==> config.mk <==
export PLATFORM = sky130hd
export DESIGN_NAME = serial_msb_comparator_flat
export DESIGN_NICKNAME = d
export VERILOG_FILES = /design/src/rtl/alu_cmp_pkg.sv /design/src/rtl/serial_msb_comparator_if.sv /design/src/rtl/cmp_bit_decide.sv /design/src/rtl/serial_msb_comparator.sv /design/src/flat_wrapper.sv
export SDC_FILE = /design/constraint.sdc
export NUM_CORES = 1
export LEC_CHECK = 0
export ABC_AREA = 0
export CORE_ASPECT_RATIO = 0.7
export CORE_MARGIN = 3
export CORE_UTILIZATION = 40
export DETAILED_ROUTE_END_ITERATION = 6
export MAX_ROUTING_LAYER = met4
export PLACE_DENSITY_LB_ADDON = 0.1
export SLEW_MARGIN = 10
export SYNTH_ARGS = -nofsm -noshare
export SYNTH_HDL_FRONTEND = slang
export SYNTH_SLANG_ARGS = --single-unit
==> constraint.sdc <==
create_clock -name clk -period 2.6 [get_ports clk]
set_input_delay 0.26 -clock clk [delete_from_list [all_inputs] [get_ports clk]]
set_output_delay 0.26 -clock clk [all_outputs]
set_load 0.05 [all_outputs]
==> src/rtl/alu_cmp_pkg.sv <==
`default_nettype none
// ============================================================================
// alu_cmp_pkg : relation codes and scan-FSM state type shared with ALU flags
// Revision    : 1.0
// ============================================================================
package alu_cmp_pkg;

    typedef logic [1:0] cmp_code_t;

    localparam cmp_code_t CMP_EQ = 2'b00;
    localparam cmp_code_t CMP_LT = 2'b01;
    localparam cmp_code_t CMP_GT = 2'b10;

    typedef enum logic [0:0] {
        IDLE = 1'b0,
        SCAN = 1'b1
    } cmp_state_t;

endpackage
`default_nettype wire

==> src/rtl/serial_msb_comparator_if.sv <==
`default_nettype none
// ============================================================================
// serial_msb_comparator_if : start/busy/done handshake and result bundle
// Revision                 : 1.0
// ============================================================================
interface serial_msb_comparator_if #(
    parameter int WIDTH = 4,
    parameter int CNT_W = $clog2(WIDTH + 1)
);
    logic             start;
    logic [WIDTH-1:0] a;
    logic [WIDTH-1:0] b;
    logic             busy;
    logic             done;
    logic [1:0]       z;
    logic             gt;
    logic             lt;
    logic             eq;
    logic [CNT_W-1:0] nbits;

    modport master (
        output start, a, b,
        input  busy, done, z, gt, lt, eq, nbits
    );

    modport slave (
        input  start, a, b,
        output busy, done, z, gt, lt, eq, nbits
    );
endinterface
`default_nettype wire

==> src/rtl/cmp_bit_decide.sv <==
`default_nettype none
// ============================================================================
// cmp_bit_decide : single-bit compare giving {differ, relation code}
// Revision       : 1.0
// ============================================================================
module cmp_bit_decide
    import alu_cmp_pkg::*;
(
    input  wire logic a_bit,
    input  wire logic b_bit,
    output cmp_code_t rel,
    output logic      differ
);
    always_comb begin
        rel    = CMP_EQ;
        differ = a_bit ^ b_bit;
        if (a_bit && !b_bit) begin
            rel = CMP_GT;
        end else if (!a_bit && b_bit) begin
            rel = CMP_LT;
        end
    end
endmodule
`default_nettype wire

==> src/rtl/serial_msb_comparator.sv <==
`default_nettype none
// ============================================================================
// serial_msb_comparator : MSB-first bit-serial magnitude compare, early exit
// Revision              : 1.0
// ============================================================================
module serial_msb_comparator
    import alu_cmp_pkg::*;
#(
    parameter int WIDTH = 4,
    parameter int CNT_W = $clog2(WIDTH + 1)
) (
    input wire logic               clk,
    input wire logic               rst,
    serial_msb_comparator_if.slave bus
);
    localparam int IDX_W = (WIDTH > 1) ? $clog2(WIDTH) : 1;

    cmp_state_t       state_q, state_d;
    logic [WIDTH-1:0] a_q, a_d;
    logic [WIDTH-1:0] b_q, b_d;
    logic [IDX_W-1:0] idx_q, idx_d;
    logic             done_q, done_d;
    cmp_code_t        z_q, z_d;
    logic             valid_q, valid_d;
    logic [CNT_W-1:0] nbits_q, nbits_d;

    cmp_code_t        w_rel;
    logic             w_differ;

    cmp_bit_decide u_bit_decide (
        .a_bit  (a_q[idx_q]),
        .b_bit  (b_q[idx_q]),
        .rel    (w_rel),
        .differ (w_differ)
    );

    always_comb begin
        state_d = state_q;
        a_d     = a_q;
        b_d     = b_q;
        idx_d   = idx_q;
        done_d  = 1'b0;
        z_d     = z_q;
        valid_d = valid_q;
        nbits_d = nbits_q;
        case (state_q)
            IDLE: begin
                if (bus.start) begin
                    a_d     = bus.a;
                    b_d     = bus.b;
                    idx_d   = IDX_W'(WIDTH - 1);
                    state_d = SCAN;
                end
            end
            SCAN: begin
                // Stop on the first differing bit, or after the LSB regardless.
                if (w_differ || (idx_q == '0)) begin
                    state_d = IDLE;
                    done_d  = 1'b1;
                    z_d     = w_rel;
                    valid_d = 1'b1;
                    nbits_d = CNT_W'(WIDTH) - CNT_W'(idx_q);
                end else begin
                    idx_d = idx_q - IDX_W'(1);
                end
            end
            default: state_d = IDLE;
        endcase
    end

    always_ff @(posedge clk or posedge rst) begin
        if (rst) begin
            state_q <= IDLE;
            a_q     <= '0;
            b_q     <= '0;
            idx_q   <= '0;
            done_q  <= 1'b0;
            z_q     <= CMP_EQ;
            valid_q <= 1'b0;
            nbits_q <= '0;
        end else begin
            state_q <= state_d;
            a_q     <= a_d;
            b_q     <= b_d;
            idx_q   <= idx_d;
            done_q  <= done_d;
            z_q     <= z_d;
            valid_q <= valid_d;
            nbits_q <= nbits_d;
        end
    end

    // eq is qualified so a cleared code after reset does not read as "equal".
    assign bus.busy  = (state_q == SCAN);
    assign bus.done  = done_q;
    assign bus.z     = z_q;
    assign bus.gt    = z_q[1];
    assign bus.lt    = z_q[0];
    assign bus.eq    = ~z_q[1] & ~z_q[0] & valid_q;
    assign bus.nbits = nbits_q;

endmodule
`default_nettype wire

==> src/flat_wrapper.sv <==
// flat-port wrapper written by rule: the top's interface ports become plain ports
module serial_msb_comparator_flat import alu_cmp_pkg::*;
#(
    parameter int WIDTH = 4,
    parameter int CNT_W = $clog2(WIDTH + 1)
)
  (clk, rst, bus_start, bus_a, bus_b, bus_busy, bus_done, bus_z, bus_gt, bus_lt, bus_eq, bus_nbits);
  serial_msb_comparator_if #(.WIDTH(WIDTH), .CNT_W(CNT_W)) bus_i ();
  input wire logic clk;
  input wire logic rst;
  input wire logic [$bits(bus_i.start)-1:0] bus_start;
  input wire logic [$bits(bus_i.a)-1:0] bus_a;
  input wire logic [$bits(bus_i.b)-1:0] bus_b;
  output wire logic [$bits(bus_i.busy)-1:0] bus_busy;
  output wire logic [$bits(bus_i.done)-1:0] bus_done;
  output wire logic [$bits(bus_i.z)-1:0] bus_z;
  output wire logic [$bits(bus_i.gt)-1:0] bus_gt;
  output wire logic [$bits(bus_i.lt)-1:0] bus_lt;
  output wire logic [$bits(bus_i.eq)-1:0] bus_eq;
  output wire logic [$bits(bus_i.nbits)-1:0] bus_nbits;
  assign bus_i.start = bus_start;
  assign bus_i.a = bus_a;
  assign bus_i.b = bus_b;
  assign bus_busy = bus_i.busy;
  assign bus_done = bus_i.done;
  assign bus_z = bus_i.z;
  assign bus_gt = bus_i.gt;
  assign bus_lt = bus_i.lt;
  assign bus_eq = bus_i.eq;
  assign bus_nbits = bus_i.nbits;
  serial_msb_comparator #(.WIDTH(WIDTH), .CNT_W(CNT_W)) u_core (.clk(clk), .rst(rst), .bus(bus_i));
endmodule
==> results of run 1 <==
[cell usage after synthesis, types with 2 or more instances]
library cell / instances / area (µm²)
dfrtp_1: 18 / 450.4
mux2_2: 13 / 146.4
inv_1: 8 / 30.03
ha_1: 3 / 37.54
buf_4: 2 / 15.01
mux4_2: 2 / 45.04
[cells in the final DEF, fill, tap and decap left out, types with 2 or more instances in the layout]
| master | synthesis | routed |
|---|---|---|
| clkdlybuf4s50_1 | 0 | 20 |
| dfrtp_1 | 18 | 18 |
| mux2_2 | 13 | 13 |
| inv_1 | 8 | 8 |
| ha_1 | 3 | 3 |
| clkbuf_4 | 0 | 3 |
| mux4_2 | 2 | 2 |
[worst min path at each step]
| stage | cells after the start | endpoint | slack [ns] |
|---|---|---|---|
| floorplan | 1 | u_core.a_q[0] | 0.20 |
| global placement | 1 | u_core.valid_q | 0.45 |
| detailed placement | 1 | u_core.valid_q | 0.45 |
| CTS | 2 | u_core.valid_q | 0.39 |
| global route | 2 | u_core.valid_q | 0.42 |
| finish | 2 | u_core.bus.z[1] | 0.37 |
[layout make-up]
type	count	area (µm²)
Sequential cell	18	450.4
Fill cell	154	706.9
Multi-Input combinational cell	27	297.8
Tap cell	21	26.28
Timing Repair Buffer	21	207.7
Clock buffer	3	22.52
Inverter	8	30.03
[cells by family after synthesis]
kind of cell               after synthesis
and+or+nand+nor                          6
adders and majority gates                3
buffers and inverters                   11
DFF                                     18
AOI/OAI and AO/OA                        3
muxes                                   15
[power by group through the flow]
stage | clock network, µW | logic, µW | registers, µW
2_1_floorplan | 0 | 499 | 623
3_3_place_gp | 0 | 831 | 495
3_5_place_dp | 0 | 839 | 495
4_1_cts | 143 | 844 | 489
5_1_grt | 154 | 905 | 505
6_report | 136 | 834 | 488
[through the flow]
stage / instances / hold slack (ns)
after floorplan: 56 / 0.1986
after global routing: 98 / 0.4189
after detailed placement: 95 / 0.4508
final: 98 / 0.3692
after global placement: 95 / 0.4515
after CTS: 98 / 0.3871
[worst register-to-register path, delay by kind of cell, from the launching register on]
| family | cells | cell delay (ns) |
|---|---|---|
| buf+inv | 1 | 0.05 |
| flops | 1 | 0.42 |
| fa+ha+maj | 1 | 0.31 |
| compound gates | 1 | 0.38 |
| mux | 2 | 0.93 |
[registers in the layout (all words and copies together) (netlist names)]
register / cells
u_core.bus.done: 1
u_core.valid_q: 1
u_core.bus.z: 2
u_core.idx_q: 2
u_core.a_q: 4
u_core.bus.busy: 1
u_core.bus.nbits: 3
u_core.b_q: 4
[layer usage]
metal / vias to the layer above / wire (µm)
met1: 226 / 700
met4: 0 / 10
met3: 2 / 106
li1: 230 / -
met2: 17 / 542
met5: - / 0
==> impl_metrics.tcl, run 1 <==
set metrics [dict create \
    drv_cap 0 \
    cts_hold_buf 0 \
    design.portCount 21 \
    core.rowCount 12 \
    final_period_minus_worst_setup_slack_ns 2.193 \
    setup_slack_of_the_most_critical_reg_to_reg_path_ns 0.41 \
    maximum_number_of_pins_on_one_net_before_global_route_repair 19 \
    main_combinational_cell_family_by_area_after_synthesis "multiplexers" \
    ctsHtreeMaxLevel 1 \
    critPathMaxStageDelay_ns 0.54 \
    count_of_antenna_violating_nets_left_after_detailed_routing 0 \
    max_slew.worst_pin.slew_ns 0.6977 \
    grt_first_pass_wirelength_mm 2.263 \
    preCtsSetupSlack_ns 0.3981 \
    clock_tree_root_driver_cell "clkbuf_4" \
    switching_share_pct 42.60 \
    fin_area_mm2 0.001035 \
    setup.worst_path.start_class "flop" \
    share_comb_of_total_power_pct 57.2 \
    grt.overflow.total 0 \
    synth.distinct_cells 16 \
    final.setup.worst_slack_ns 0.4074 \
    synth-adder-area-share_pct 4.666 \
    required_time_of_the_worst_setup_path_ns 2.78 \
    path_max_fanout 6 \
    net_count_of_the_finished_layout 93 \
    postSynthCellCount 56 \
    sequentialPowerShare_pct 33.5 \
    critical_path.reg2reg.endpoint "u_core.bus.nbits[1]" \
    power.ir.vdd_worst_v 0.0007890 \
    path_cells "mux4_2 -> ha_1 -> inv_1 -> o21ai_1 -> mux2_2" \
    avgRoutedWirePerCell_um 13.87 \
    synthToLayoutAreaGrowth_pct 28.62 \
    cpLargestDelayFamily "multiplexers" \
    antenna_violations_before_repair 0 \
    numPortBuffers 20 \
    detailedRoute.firstPassIterationCount 4 \
    vias_in_the_first_global_route 496 \
    power_report.internal_total_uw 837.0 \
    synth_compound_area_share_pct 2.799 \
    total_global_routing_track_utilization_pct 12.40 \
    final.setup_skew_ns 0.003456 \
    finalCritPeriodShare_pct 84.33 \
    timing_endpoint_of_the_critical_path "u_core.bus.nbits[1]" \
    iter_0_drt_violations 21 \
    hpwlAfterDp_mm 1.020 \
    clock_tree.buffer_depth 2 \
    antenna-diode-count 0 \
    dpl_cell_area_mm2 0.001012 \
    critical_path.startpoint "u_core.idx_q[1]" \
    worstHoldPathType "in2async" \
    remaining_drc_errors 0 \
    routed_via_density 4.847 \
    clkLatencyLatePin_ns 0.29 \
    critical_path_cell_count 5 \
    synthesis.area_um2 804.5 \
    net_switching_uw 621.1 \
    postSynth.asyncResetShare_pct 100.0 \
    synth_mux_area_share_pct 23.79 \
    clock_buffers_created_by_tritoncts 3 \
    setup_repair_after_global_routing_missed_its_margin "no" \
    timing_max_transition_violations_final 0 \
    start_util_pct 46.19 \
    timing.reg2reg.worst_path_depth 5 \
    gr-usage-met2_pct 16.34 \
    synthesis.nets 70 \
    layout_utilization_pct 59.41 \
    syn_area_per_cell_um2 14.37 \
    arrival_ns 2.38 \
    gp_congestion 0.7079 \
    post_synth_and_or_nand_nor_area_fraction_pct 5.754 \
    finalSetupViolCount 0 \
    final-hold-violation-count 0 \
    die_height_um 43.52 \
    status "complete, no violations" \
    share_clk_of_total_power_pct 9.3 \
    total_die_area_mm2 0.002594 \
    synth_enable_flop_cells 0 \
    grt.busiest_layer "met1" \
    die_x_um 59.61 \
    critical_path.endpoint_type "flop" \
    worst-path-buf-inv 1 \
    use_met3_pct 6.250 \
    cts_tree "done" \
    fmax_ghz 0.4561 \
    power_density_mw_per_mm2 1409 \
    globalRouteMet1Util_pct 16.98 \
    routed-via-count 475 \
    floorplan.core_area_mm2 0.001742 \
    drt-total-wl_mm 1.359 \
    synth_sequential_area_ratio_pct 55.99 \
    critPathKind "reg2reg" \
    critical_path.reg2reg.startpoint "u_core.idx_q[1]" \
    cts_num_sinks 18 \
    slew_headroom_pct 53.43 \
    postCtsResizedCells 0 \
    yosys_register_bits 18 \
    yosys_warnings 0 \
    drive_above_1_share_pct 25.97 \
    total_leakage_power_uw 0.0004694 \
    finalSetupTns_ns 0 \
    cts.clk_slew.worst_paths_ns 0.10 \
    post_synth_xor_area_fraction_pct 0 \
    postCtsSetupBuffers 0 \
    cpMaxStageDelayCell "mux4_2" \
    totalPowerFinal_uw 1458 \
    flip_flop_cell_with_the_highest_count_after_synthesis "dfrtp_1" \
]
(Power assumes the default switching activity.)
==> run 2: changes to the inputs <==
- clock period: 2.6 -> 2.1 ns (I/O delays scaled with it)
==> impl_metrics.tcl, run 2 (synthesized netlist as in run 1, its figures left out) <==
set metrics [dict create \
    cts_tree "done" \
    cts_num_sinks 18 \
    postCtsSetupBuffers 0 \
    ctsHtreeMaxLevel 1 \
    grt_first_pass_wirelength_mm 2.118 \
    final.setup.worst_slack_ns 0.1158 \
    antenna-diode-count 0 \
    setup_repair_after_global_routing_missed_its_margin "no" \
    postCtsResizedCells 0 \
    start_util_pct 46.19 \
    grt.overflow.total 0 \
    finalSetupViolCount 0 \
    total_global_routing_track_utilization_pct 11.49 \
    arrival_ns 2.16 \
    total_die_area_mm2 0.002594 \
    preCtsSetupSlack_ns 0.1412 \
    required_time_of_the_worst_setup_path_ns 2.28 \
    slew_headroom_pct 55.53 \
    timing.reg2reg.worst_path_depth 6 \
    n_fill_cell 144 \
    setup_slack_of_the_most_critical_reg_to_reg_path_ns 0.12 \
    timing.hold.ws_ns 0.3100 \
    gp_congestion 0.7539 \
    timing_max_transition_violations_final 0 \
    drt-total-wl_mm 1.283 \
    sequentialPowerShare_pct 32.1 \
    power_report.internal_total_uw 1105 \
    finalSetupTns_ns 0 \
    hpwlAfterDp_um 994.9 \
    routed_via_density 4.832 \
    routed-via-count 488 \
    final.setup_skew_ns 0.004944 \
    power.ir.vdd_worst_v 0.001023 \
    synthToLayoutAreaGrowth_pct 32.19 \
    max_slew.worst_pin.slew_ns 0.6663 \
    drive_above_1_share_pct 28.75 \
    avgRoutedWirePerCell_um 12.70 \
    critical_path.startpoint "u_core.idx_q[1]" \
    finalCritPeriodShare_pct 94.49 \
    critPathKind "reg2reg" \
    use_met3_pct 6.250 \
    core.rowCount 12 \
    final-hold-violation-count 0 \
    iter_0_drt_violations 14 \
    antenna_violations_before_repair 0 \
    numPortBuffers 20 \
    net_count_of_the_finished_layout 95 \
    clock_buffers_created_by_tritoncts 3 \
    clkLatencyLatePin_ns 0.29 \
    dpl_cell_area_mm2 0.001027 \
    design.portCount 21 \
    remaining_drc_errors 0 \
    layout_commonest_cell "clkdlybuf4s50_1" \
    share_comb_of_total_power_pct 57.0 \
    drv_cap 0 \
    timing_endpoint_of_the_critical_path "u_core.bus.z[1]" \
    total_leakage_power_uw 0.0004854 \
    globalRouteMet1Util_pct 15.83 \
    count_of_antenna_violating_nets_left_after_detailed_routing 0 \
    multi_input_comb_area_um2 297.8 \
    critical_path.reg2reg.startpoint "u_core.idx_q[1]" \
    clock_tree_root_driver_cell "clkbuf_4" \
    gr-usage-met2_pct 14.60 \
    maximum_number_of_pins_on_one_net_before_global_route_repair 19 \
    setup.worst_path.start_class "flop" \
    die_height_um 43.52 \
    cts.clk_slew.worst_paths_ns 0.10 \
    critical_path.reg2reg.endpoint "u_core.bus.z[1]" \
    mostFrequentLayoutCells "clkdlybuf4s50_1, dfrtp_1, mux2_2" \
    share_clk_of_total_power_pct 10.9 \
    worstHoldPathType "in2async" \
    final_period_minus_worst_setup_slack_ns 1.984 \
    switching_share_pct 41.00 \
    vias_in_the_first_global_route 477 \
    clock_tree.buffer_depth 2 \
    power_density_mw_per_mm2 1761 \
    layout.area.seq_um2 450.4 \
    totalPowerFinal_uw 1873 \
    fmax_ghz 0.5040 \
    grt.busiest_layer "met1" \
    path_max_fanout 6 \
    critical_path.endpoint_type "flop" \
    cts_hold_buf 0 \
    net_switching_uw 768.1 \
    die_x_um 59.61 \
    floorplan.core_area_mm2 0.001742 \
    detailedRoute.firstPassIterationCount 4 \
    status "complete, no violations" \
    fin_area_mm2 0.001064 \
]
-- run 2: changes by cell type in the layout (fill, tap and decap cells not counted) --
cell | before | now
buf_4 | 1 | 3
clkbuf_8 | 0 | 1
-- run 2: critical path, cell delays in order, from the launching register on --
cell and delay (ns):
dfrtp_1 0.37, mux4_2 0.52, ha_1 0.32, inv_1 0.06
o21ai_1 0.11, buf_4 0.16, mux2_2 0.33
-- run 2: worst min path at each step --
stage              startpoint                  end  cells after the start
3_5_place_dp   u_core.valid_q       u_core.valid_q                      1
5_1_grt                   rst  u_core.bus.nbits[1]                      2
4_1_cts                   rst        u_core.b_q[0]                      2
6_report                  rst  u_core.bus.nbits[1]                      2
3_3_place_gp   u_core.valid_q       u_core.valid_q                      1
2_1_floorplan             rst        u_core.a_q[0]                      1
-- run 2: metrics by stage --
stage / cells / utilization, %
3_3_place_gp: 97 / 58.98
3_5_place_dp: 97 / 58.98
2_1_floorplan: 56 / -
6_report: 101 / 61.06
4_1_cts: 101 / 61.06
5_1_grt: 101 / 61.06
-- run 2: area by class of cell --
type / instances / area share (%)
Tap cell: 21 / 2.471
Clock buffer: 4 / 3.412
Multi-Input combinational cell: 27 / 28.00
Inverter: 8 / 2.824
Timing Repair Buffer: 23 / 20.94
Sequential cell: 18 / 42.35
-- run 2: per-layer routing --
metal  vias to the layer above  part of all wire [%]
li1                        238                     -
met1                       233                    49
met2                        15                    41
met3                         2                   9.0
met4                         0                   1.1
met5                         -                     0
-- run 2: power groups by stage --
stage / Combinational, µW / Clock, µW / Sequential, µW
after detailed placement: 1070 / 0 / 610
after CTS: 1080 / 215 / 602
final: 1070 / 205 / 601
after global placement: 1070 / 0 / 611
after global routing: 1150 / 229 / 623
after floorplan: 618 / 0 / 771
==> run 3: changes to the inputs <==
- CORE_MARGIN: 3 -> unset
- PLACE_DENSITY: unset -> 0.68
- PLACE_DENSITY_LB_ADDON: 0.1 -> unset
- SLEW_MARGIN: 10 -> unset
==> impl_metrics.tcl, run 3 (synthesized netlist as in run 1, its figures left out) <==
set metrics [dict create \
    cts_num_sinks 18 \
    core.rowCount 13 \
    required_time_of_the_worst_setup_path_ns 2.29 \
    final.setup.worst_slack_ns 0.1393 \
    routed_via_density 4.738 \
    drive_above_1_share_pct 30.86 \
    total_leakage_power_uw 0.0004906 \
    clkLatencyLatePin_ns 0.29 \
    timing_max_transition_violations_final 0 \
    layout_commonest_cell "clkdlybuf4s50_1" \
    fmax_ghz 0.5100 \
    power_density_mw_per_mm2 1774 \
    mostFrequentLayoutCells "clkdlybuf4s50_1, dfrtp_1, mux2_2" \
    grt.overflow.total 0 \
    worstHoldPathType "in2async" \
    finalSetupViolCount 0 \
    critPathKind "reg2reg" \
    detailedRoute.firstPassIterationCount 3 \
    setup.worst_path.start_class "flop" \
    grt_first_pass_wirelength_mm 2.235 \
    setup_slack_of_the_most_critical_reg_to_reg_path_ns 0.14 \
    finalSetupTns_ns 0 \
    cts_tree "done" \
    total_global_routing_track_utilization_pct 15.11 \
    final_period_minus_worst_setup_slack_ns 1.961 \
    arrival_ns 2.15 \
    slew_headroom_pct 54.48 \
    postCtsSetupBuffers 0 \
    clock_tree_root_driver_cell "clkbuf_4" \
    switching_share_pct 40.70 \
    final-hold-violation-count 0 \
    design.portCount 21 \
    drt-total-wl_mm 1.267 \
    remaining_drc_errors 0 \
    gp_congestion 0.7096 \
    antenna-diode-count 0 \
    start_util_pct 43.01 \
    critical_path.reg2reg.startpoint "u_core.idx_q[1]" \
    power.ir.vdd_worst_v 0.0009078 \
    critical_path.endpoint_type "flop" \
    max_slew.worst_pin.slew_ns 0.6820 \
    ctsHtreeMaxLevel 1 \
    setup_repair_after_global_routing_missed_its_margin "no" \
    status "complete, no violations" \
    clock_buffers_created_by_tritoncts 3 \
    hpwlAfterDp_um 976.1 \
    critical_path.reg2reg.endpoint "u_core.bus.z[1]" \
    share_clk_of_total_power_pct 10.9 \
    preCtsSetupSlack_ns 0.1085 \
    clock_tree.buffer_depth 2 \
    layout_utilization_pct 57.53 \
    finish.cell_count_without_fillers 103 \
    die_height_um 39.52 \
    total_die_area_mm2 0.002198 \
    power_report.internal_total_uw 1132 \
    finalCritPeriodShare_pct 93.37 \
    place.detailed.instances 99 \
    numPortBuffers 20 \
    drv_cap 0 \
    n_fill_cell 166 \
    timing.hold.ws_ns 0.3135 \
    timing.reg2reg.worst_path_depth 6 \
    cts.clk_slew.worst_paths_ns 0.10 \
    avgRoutedWirePerCell_um 12.30 \
    sequentialPowerShare_pct 31.3 \
    share_comb_of_total_power_pct 57.8 \
    count_of_antenna_violating_nets_left_after_detailed_routing 0 \
    net_count_of_the_finished_layout 96 \
    die_x_um 55.61 \
    maximum_number_of_pins_on_one_net_before_global_route_repair 19 \
    routed-via-count 488 \
    path_max_fanout 4 \
    iter_0_drt_violations 2 \
    vias_in_the_first_global_route 464 \
    final.setup_skew_ns 0.001971 \
    net_switching_uw 776.8 \
    antenna_violations_before_repair 0 \
    synthToLayoutAreaGrowth_pct 33.75 \
    floorplan.core_area_mm2 0.001871 \
]
[run 3: cell count changes in the layout (fill, tap and decap cells not counted)]
| cell | delta |
|---|---|
| o21ai_2 | +1 |
| buf_4 | +1 |
| o21ai_1 | -1 |
[run 3: power groups by stage]
stage	clock network, µW	logic (µW)	registers [µW]
6_report	208	1100	597
2_1_floorplan	0	618	771
4_1_cts	220	1100	601
3_5_place_dp	0	1100	609
5_1_grt	235	1200	623
3_3_place_gp	0	1080	609
[run 3: worst max path at each step]
stage                               start  slack, ns                   to
after CTS                 u_core.idx_q[1]       0.09      u_core.bus.z[0]
after global placement    u_core.idx_q[0]       0.15      u_core.bus.z[1]
after floorplan           u_core.idx_q[1]       0.07  u_core.bus.nbits[0]
final                     u_core.idx_q[1]       0.14      u_core.bus.z[1]
after global routing      u_core.idx_q[1]       0.01      u_core.bus.z[0]
after detailed placement  u_core.idx_q[1]       0.11      u_core.bus.z[1]
[run 3: layer usage]
metal | track usage, % | vias up | part of all wire (%)
met5 | - | - | 0
met2 | 22.89 | 15 | 46
met3 | 6.931 | 2 | 6.4
met4 | 5.625 | 0 | 1.3
li1 | - | 237 | -
met1 | 18.00 | 234 | 46
[run 3: worst max-delay path, cell delays in order, from the launching register on]
cell and delay, ns:
dfrtp_1 0.38, mux4_2 0.52, ha_1 0.31, inv_1 0.06, o21ai_2 0.12, buf_4 0.14, mux2_2 0.32
[run 3: area by class of cell]
| cell class | instances | area [µm²] | area share, % |
|---|---|---|---|
| Multi-Input combinational cell | 27 | 301.5 | 28.02 |
| Inverter | 8 | 30.03 | 2.791 |
| Tap cell | 22 | 27.53 | 2.558 |
| Clock buffer | 4 | 36.28 | 3.372 |
| Timing Repair Buffer | 24 | 230.2 | 21.40 |
| Sequential cell | 18 | 450.4 | 41.86 |
[run 3: per-stage QoR]
| stage | power [µW] | area, µm² |
|---|---|---|
| 4_1_cts | 1924 | 1072 |
| 3_3_place_gp | 1691 | 1036 |
| 3_5_place_dp | 1706 | 1036 |
| 2_1_floorplan | 1389 | 804.5 |
| 6_report | 1909 | 1076 |
| 5_1_grt | 2058 | 1076 |
[run 3: repair_timing]
item,4_1_cts,5_1_grt
gates resized for setup,0,1
setup endpoints to repair,0,4
hold buffers,0,0
